===== config.mk =====
export PLATFORM = sky130hd
export DESIGN_NAME = dm_store_buffer_flat
export DESIGN_NICKNAME = d
export VERILOG_FILES = /design/src/rtl/dm_store_buffer_pkg.sv /design/src/rtl/dm_store_buffer_if.sv /design/src/rtl/dm_store_buffer_sb_fifo.sv /design/src/rtl/dm_store_buffer.sv /design/src/flat_wrapper.sv
export SDC_FILE = /design/constraint.sdc
export NUM_CORES = 1
export LEC_CHECK = 0
export BUFFER_PORTS_ARGS = -buffer_cell sky130_fd_sc_hd__buf_4
export CAP_MARGIN = 20
export CORE_ASPECT_RATIO = 0.8
export CORE_MARGIN = 1.5
export CORE_UTILIZATION = 55
export CTS_BUF_LIST = sky130_fd_sc_hd__clkbuf_2
export DETAILED_ROUTE_END_ITERATION = 12
export PLACE_DENSITY = 0.76
export RECOVER_POWER = 50
export SYNTH_ARGS = -nofsm -noshare
export SYNTH_HDL_FRONTEND = slang
export SYNTH_HIERARCHICAL = 1
export SYNTH_SLANG_ARGS = --single-unit

===== constraint.sdc =====
create_clock -name clk -period 10.35 [get_ports clk]
set_input_delay 0.5175 -clock clk [delete_from_list [all_inputs] [get_ports clk]]
set_output_delay 0.5175 -clock clk [all_outputs]
set_load 0.005 [all_outputs]

===== src/rtl/dm_store_buffer_pkg.sv =====
// dm_sb_pkg: widths, entry type and byte-merge helper for the store buffer
package dm_sb_pkg;
  localparam int DEPTH = 4;
  localparam int ADDR_W = 32;
  localparam int DATA_W = 32;
  localparam int STRB_W = DATA_W / 8;
  localparam int WA_W = ADDR_W - 2;
  localparam int PTR_W = $clog2(DEPTH);
  localparam int CNT_W = PTR_W + 1;
  typedef struct packed {
    logic [WA_W-1:0] wa;
    logic [DATA_W-1:0] data;
    logic [STRB_W-1:0] strb;
  } entry_t;
  function automatic entry_t merge(entry_t e, logic [STRB_W-1:0] strb, logic [DATA_W-1:0] data);
    entry_t r;
    r = e;
    for (int i = 0; i < STRB_W; i++) if (strb[i]) r.data[8*i+:8] = data[8*i+:8];
    r.strb = e.strb | strb;
    return r;
  endfunction
endpackage


===== src/rtl/dm_store_buffer_if.sv =====
// dm_store_buffer_if: CPU data port and SRAM port of the store buffer
interface dm_store_buffer_if;
  import dm_sb_pkg::*;
  logic cpu_data_read;
  logic [STRB_W-1:0] cpu_data_write;
  logic [ADDR_W-1:0] cpu_data_addr;
  logic [DATA_W-1:0] cpu_data_in;
  logic [DATA_W-1:0] cpu_data_out;
  logic cpu_stall;
  logic buf_empty;
  logic mem_read;
  logic [STRB_W-1:0] mem_write;
  logic [ADDR_W-1:0] mem_addr;
  logic [DATA_W-1:0] mem_di;
  logic [DATA_W-1:0] mem_do;
  modport slave(
    input cpu_data_read, cpu_data_write, cpu_data_addr, cpu_data_in, mem_do,
    output cpu_data_out, cpu_stall, buf_empty, mem_read, mem_write, mem_addr, mem_di
  );
  modport master(
    output cpu_data_read, cpu_data_write, cpu_data_addr, cpu_data_in, mem_do,
    input cpu_data_out, cpu_stall, buf_empty, mem_read, mem_write, mem_addr, mem_di
  );
endinterface


===== src/rtl/dm_store_buffer_sb_fifo.sv =====
// sb_fifo: store FIFO with tail-entry merge and per-entry word-address compare
module sb_fifo
  import dm_sb_pkg::*;
(
  input  logic clk,
  input  logic rst,
  input  logic push,
  input  logic merge_en,
  input  logic pop,
  input  entry_t din,
  input  logic [WA_W-1:0] cmp_wa,
  output entry_t head,
  output logic [WA_W-1:0] last_wa,
  output logic [CNT_W-1:0] count,
  output logic [DEPTH-1:0] hit
);
  entry_t mem [DEPTH];
  logic [PTR_W-1:0] hd, tl, lt;
  assign lt = tl - PTR_W'(1);
  assign head = mem[hd];
  assign last_wa = mem[lt].wa;
  for (genvar i = 0; i < DEPTH; i++) begin : g_cmp
    logic [PTR_W-1:0] off;
    assign off = PTR_W'(i) - hd;
    assign hit[i] = ({1'b0, off} < count) && (mem[i].wa == cmp_wa);
  end
  always_ff @(posedge clk) begin
    if (merge_en) mem[lt] <= merge(mem[lt], din.strb, din.data);
    if (push) mem[tl] <= din;
    if (rst) begin
      hd <= '0;
      tl <= '0;
      count <= '0;
    end else begin
      hd <= hd + PTR_W'(pop);
      tl <= tl + PTR_W'(push);
      count <= count + CNT_W'(push) - CNT_W'(pop);
    end
  end
endmodule


===== src/rtl/dm_store_buffer.sv =====
// dm_store_buffer: posted-write buffer between the CPU data port and the data SRAM
module dm_store_buffer
  import dm_sb_pkg::*;
(
  input logic clk,
  input logic rst,
  dm_store_buffer_if.slave bus
);
  entry_t head, req;
  logic [WA_W-1:0] wa, last_wa;
  logic [CNT_W-1:0] count;
  logic [DEPTH-1:0] hit;
  logic store, load, mem_rd, drain, coalesce, full, push;
  assign wa = bus.cpu_data_addr[ADDR_W-1:2];
  assign req = '{wa: wa, data: bus.cpu_data_in, strb: bus.cpu_data_write};
  assign store = |bus.cpu_data_write;
  assign load = bus.cpu_data_read && !store;
  assign mem_rd = load && !(|hit);
  assign drain = (count != '0) && !mem_rd;
  assign coalesce = store && (count > CNT_W'(1)) && (last_wa == wa);
  assign full = count == CNT_W'(DEPTH);
  assign push = store && !coalesce && !full;
  assign bus.cpu_stall = (load && |hit) || (store && !coalesce && full);
  assign bus.buf_empty = count == '0;
  assign bus.mem_read = mem_rd;
  assign bus.mem_write = drain ? head.strb : '0;
  assign bus.mem_addr = mem_rd ? bus.cpu_data_addr : drain ? {head.wa, 2'b00} : '0;
  assign bus.mem_di = drain ? head.data : '0;
  assign bus.cpu_data_out = bus.mem_do;
  sb_fifo u_fifo (
    .clk(clk),
    .rst(rst),
    .push(push),
    .merge_en(coalesce),
    .pop(drain),
    .din(req),
    .cmp_wa(wa),
    .head(head),
    .last_wa(last_wa),
    .count(count),
    .hit(hit)
  );
endmodule


===== src/flat_wrapper.sv =====
// flat-port wrapper written by rule: the top's interface ports become plain ports
module dm_store_buffer_flat import dm_sb_pkg::*;
  (clk, rst, bus_cpu_data_read, bus_cpu_data_write, bus_cpu_data_addr, bus_cpu_data_in, bus_mem_do, bus_cpu_data_out, bus_cpu_stall, bus_buf_empty, bus_mem_read, bus_mem_write, bus_mem_addr, bus_mem_di);
  dm_store_buffer_if bus_i ();
  input logic clk;
  input logic rst;
  input wire logic [$bits(bus_i.cpu_data_read)-1:0] bus_cpu_data_read;
  input wire logic [$bits(bus_i.cpu_data_write)-1:0] bus_cpu_data_write;
  input wire logic [$bits(bus_i.cpu_data_addr)-1:0] bus_cpu_data_addr;
  input wire logic [$bits(bus_i.cpu_data_in)-1:0] bus_cpu_data_in;
  input wire logic [$bits(bus_i.mem_do)-1:0] bus_mem_do;
  output wire logic [$bits(bus_i.cpu_data_out)-1:0] bus_cpu_data_out;
  output wire logic [$bits(bus_i.cpu_stall)-1:0] bus_cpu_stall;
  output wire logic [$bits(bus_i.buf_empty)-1:0] bus_buf_empty;
  output wire logic [$bits(bus_i.mem_read)-1:0] bus_mem_read;
  output wire logic [$bits(bus_i.mem_write)-1:0] bus_mem_write;
  output wire logic [$bits(bus_i.mem_addr)-1:0] bus_mem_addr;
  output wire logic [$bits(bus_i.mem_di)-1:0] bus_mem_di;
  assign bus_i.cpu_data_read = bus_cpu_data_read;
  assign bus_i.cpu_data_write = bus_cpu_data_write;
  assign bus_i.cpu_data_addr = bus_cpu_data_addr;
  assign bus_i.cpu_data_in = bus_cpu_data_in;
  assign bus_i.mem_do = bus_mem_do;
  assign bus_cpu_data_out = bus_i.cpu_data_out;
  assign bus_cpu_stall = bus_i.cpu_stall;
  assign bus_buf_empty = bus_i.buf_empty;
  assign bus_mem_read = bus_i.mem_read;
  assign bus_mem_write = bus_i.mem_write;
  assign bus_mem_addr = bus_i.mem_addr;
  assign bus_mem_di = bus_i.mem_di;
  dm_store_buffer u_core (.clk(clk), .rst(rst), .bus(bus_i));
endmodule

==> results.py <==
metrics = {
    "job": {
        "max_cap_viol_count": 3,
    },
    "grt": {
        "maximum_number_of_pins_on_one_net_before_global_route_repair": 67,
        "via_count_of_the_first_global_routing_pass": 11770,
        "grt_antenna_before_repair": 1,
        "grt_first_pass_wirelength_mm": 70.66,
        "grtUsageTotal_pct": 28.56,
        "grt_overflow_total": 0,
    },
    "timing": {
        "final_period_minus_worst_setup_slack_ps": 8214,
        "timing.slew.headroom_pct": -77.33,
        "layout_worst_path_cycle_share_pct": 79.36,
        "final-max-slew-violation-count": 111,
        "finalSetupViolations": 0,
        "total_negative_slack_ps": 0,
        "clock-skew-final_ps": 80.76,
        "rsz0062_at_grt": "false",
        "fmax_mhz": 121.7,
        "max_slew.worst_pin.slew_ps": 2660,
        "timing_hold_violations_final": 0,
    },
    "clocking": {
        "cts_max_level": 3,
        "clock_sink_count": 271,
        "number_of_buffers_created_by_cts": 72,
        "worstSkewPairLatency_ps": 900,
        "cts.repair_timing.setup_buffer_count": 0,
        "tritoncts": "done",
        "maximum_root_to_sink_buffer_count": 3,
        "clk_transition_reported_paths_ps": 100,
        "clock-root-buffer": "sky130_fd_sc_hd__clkbuf_2",
    },
    "synth": {
        "syn_area_sq_um": 17510,
        "synthCells": 1187,
        "ys_seq_area_share_pct": 46.07,
        "syn_area_per_cell_sq_um": 14.75,
        "postSynthRegisterBits": 271,
        "synth_edf_count": 264,
        "syn-num-nets": 1303,
        "synth-async-reset-ratio_pct": 0,
        "synth_warnings": 6,
        "postSynth.topFlopCell": "sky130_fd_sc_hd__edfxtp_1",
        "synth.distinct_cells": 36,
    },
    "place": {
        "dp_hpwl_mm": 29.22,
        "port-buffer-count": 141,
        "finalWeightedCongestion": 0.8850,
        "area_post_placement_sq_um": 18550,
    },
    "worst_setup_path": {
        "biggest_fanout_along_the_worst_timing_path": 66,
        "required_ps": 10640,
        "timing.critical_path.max_delay_family": "simple AND/OR/NAND/NOR gates",
        "classification_of_the_worst_setup_path": "flop to flop",
        "timing.critical_path.cells": "inv_1, ha_4, clkbuf_1, mux4_2, xor2_1, nor4_1, nand4_1, nor3_2, nor3b_2, buf_4, nand2_2, nand2_4",
        "worst_setup_path_start_kind": "flop",
        "critical_path.endpoint_type": "flop",
        "crit_path_top_delay_cell": "sky130_fd_sc_hd__clkbuf_1",
        "worst_ep_arrival_time_ps": 8510,
        "timing.critical_path.slowest_cell_delay_ps": 1940,
        "buffers_and_inverters_on_the_worst_path": 3,
    },
    "pwr": {
        "pwr_density_cell_nw_per_um2": 317.8,
        "static-leakage-power_nw": 7.102,
        "irDropWorstVdd_mv": 0.2320,
    },
    "routing": {
        "drtPass1Iterations": 5,
        "post-route-drc-count": 0,
        "drtAntennaViolNets": 0,
        "route.detailed.vias_per_inst": 6.273,
        "route.final.wire_length_mm": 46.40,
        "via_count": 11490,
        "drt_iter0_drc": 1098,
        "detail_route.wl_per_cell_um": 25.33,
    },
    "floorplanning": {
        "floorplan.die.height_um": 162.6,
        "core_area_sq_um": 31350,
        "design.die.area_sq_um": 32930,
        "initial_utilization_pct": 55.86,
        "num_rows": 58,
        "io_pins": 206,
        "chipWidth_um": 202.5,
    },
    "cells_and_area": {
        "layout_common_cells": "264 x sky130_fd_sc_hd__edfxtp_1, 246 x sky130_fd_sc_hd__mux2_2, 139 x sky130_fd_sc_hd__xor2_1, 132 x sky130_fd_sc_hd__mux4_2, 104 x sky130_fd_sc_hd__clkbuf_2",
        "fillerInstances": 2426,
        "most_frequent_standard_cell_in_the_layout_excluding_fill_and_tap_cells": "sky130_fd_sc_hd__edfxtp_1",
        "multi_input_comb_area_sq_um": 8700,
        "drive_gt1_share_pct": 46.00,
        "nets": 1477,
        "areaGrowthSynthToFinish_pct": 12.19,
        "final_area_sq_um": 19650,
        "storage_element_area_sq_um": 8075,
    },
    "worst_hold_path": {
        "min-delay-path-class": "input port to flop",
    },
    "run_status": {
        "failing_checks": "capacitance limit, slew limit",
        "status": "finished with violations",
    },
}
-- per-stage QoR --
stage / util, % / total power, mW / worst slack, ps / hold slack [ps] / std cells
after global placement: 59.17 / 5.414 / 3698 / 557.8 / 1652
after floorplan: - / 4.439 / 4985 / 532.8 / 1187
after CTS: 62.90 / 6.248 / 3536 / 3.746 / 1830
after detailed placement: 59.17 / 5.464 / 3624 / 575.8 / 1652
final: 62.67 / 6.243 / 2136 / 83.13 / 1832
after global routing: 62.66 / 6.576 / 1741 / 7.861 / 1831
-- report_power, final --
group	total (mW)	internal (mW)	switching, mW
combinational	3.32	1.70	1.62
sequential	2.18	1.87	0.311
clock	0.743	0.293	0.451
total	6.24	3.87	2.38
-- metal layers --
layer	GRT usage (%)	wire length (um)
met5	0	0
met4	9.596	1049
met3	6.843	4241
met2	43.03	21180
met1	40.98	19930
-- cells by family (layout without fill, tap and decap cells) --
logic type,Yosys count,after routing,share of synthesized area [%]
and+or+nand+nor,206,206,6.109
xor gates and xnor gates,155,155,7.752
AOI/OAI and AO/OA,43,43,1.993
buffers and inverters,119,343,4.180
other,0,1,0
DFF,271,271,46.07
muxes,380,380,32.92
adders and majority gates,13,13,0.9717
-- synthesized netlist by cell type, types with 7 or more instances --
cell,n,area [sq um]
sky130_fd_sc_hd__a21o_1,16,120.1
sky130_fd_sc_hd__a21oi_2,16,140.1
sky130_fd_sc_hd__and3_1,38,237.7
sky130_fd_sc_hd__buf_1,8,30.03
sky130_fd_sc_hd__buf_2,29,145.1
sky130_fd_sc_hd__buf_4,41,307.8
sky130_fd_sc_hd__clkbuf_1,18,67.56
sky130_fd_sc_hd__dfxtp_1,7,140.1
sky130_fd_sc_hd__edfxtp_1,264,7928
sky130_fd_sc_hd__ha_1,12,150.1
sky130_fd_sc_hd__inv_1,15,56.30
sky130_fd_sc_hd__mux2_2,248,2793
sky130_fd_sc_hd__mux4_2,132,2973
sky130_fd_sc_hd__nand2_1,74,277.8
sky130_fd_sc_hd__nand3_1,34,170.2
sky130_fd_sc_hd__nor4_1,31,193.9
sky130_fd_sc_hd__xnor2_1,16,140.1
sky130_fd_sc_hd__xor2_1,139,1217
-- state kept, by name, indices dropped and copies added (netlist names) --
| signal | count |
|---|---|
| u_core/u_fifo/hd | 2 |
| u_core/u_fifo/mem | 264 |
| u_core/u_fifo/tl | 2 |
| u_core/u_fifo/count | 3 |
-- worst paths after layout --
path	from	endpoint	slack, ps	depth (start not counted)
setup / recovery	u_core/u_fifo/tl[0]$_SDFF_PP0_	u_core/u_fifo/mem[3][15]$_DFFE_PP_	2140	12
hold / removal	bus_cpu_data_addr[11]	u_core/u_fifo/mem[2][45]$_DFFE_PP_	80	2
setup reg to reg	u_core/u_fifo/tl[0]$_SDFF_PP0_	u_core/u_fifo/mem[3][15]$_DFFE_PP_	2140	12
hold reg to reg	u_core/u_fifo/tl[1]$_SDFF_PP0_	u_core/u_fifo/tl[1]$_SDFF_PP0_	610	2
-- area by class of cell --
class,count,area share (%)
Timing Repair Buffer,204,8.451
Clock inverter,20,0.5413
Tap cell,420,2.675
Antenna cell,1,0.01274
Clock buffer,104,2.649
Sequential cell,271,41.10
Inverter,15,0.2866
Multi-Input combinational cell,797,44.28
-- worst reg2reg max path: stages (launching register included) --
cell and delay, ps:
sky130_fd_sc_hd__dfxtp_4 790, sky130_fd_sc_hd__inv_1 210, sky130_fd_sc_hd__ha_4 630, sky130_fd_sc_hd__clkbuf_1 1940, sky130_fd_sc_hd__mux4_2 660, sky130_fd_sc_hd__xor2_1 90, sky130_fd_sc_hd__nor4_1 520, sky130_fd_sc_hd__nand4_1 270
sky130_fd_sc_hd__nor3_2 420, sky130_fd_sc_hd__nor3b_2 90, sky130_fd_sc_hd__buf_4 230, sky130_fd_sc_hd__nand2_2 850, sky130_fd_sc_hd__nand2_4 940
-- repair_timing --
action,CTS,global route
gates resized for setup,0,0
hold endpoints to repair,191,0
hold buffers,54,0
(Power assumes the default switching activity.)
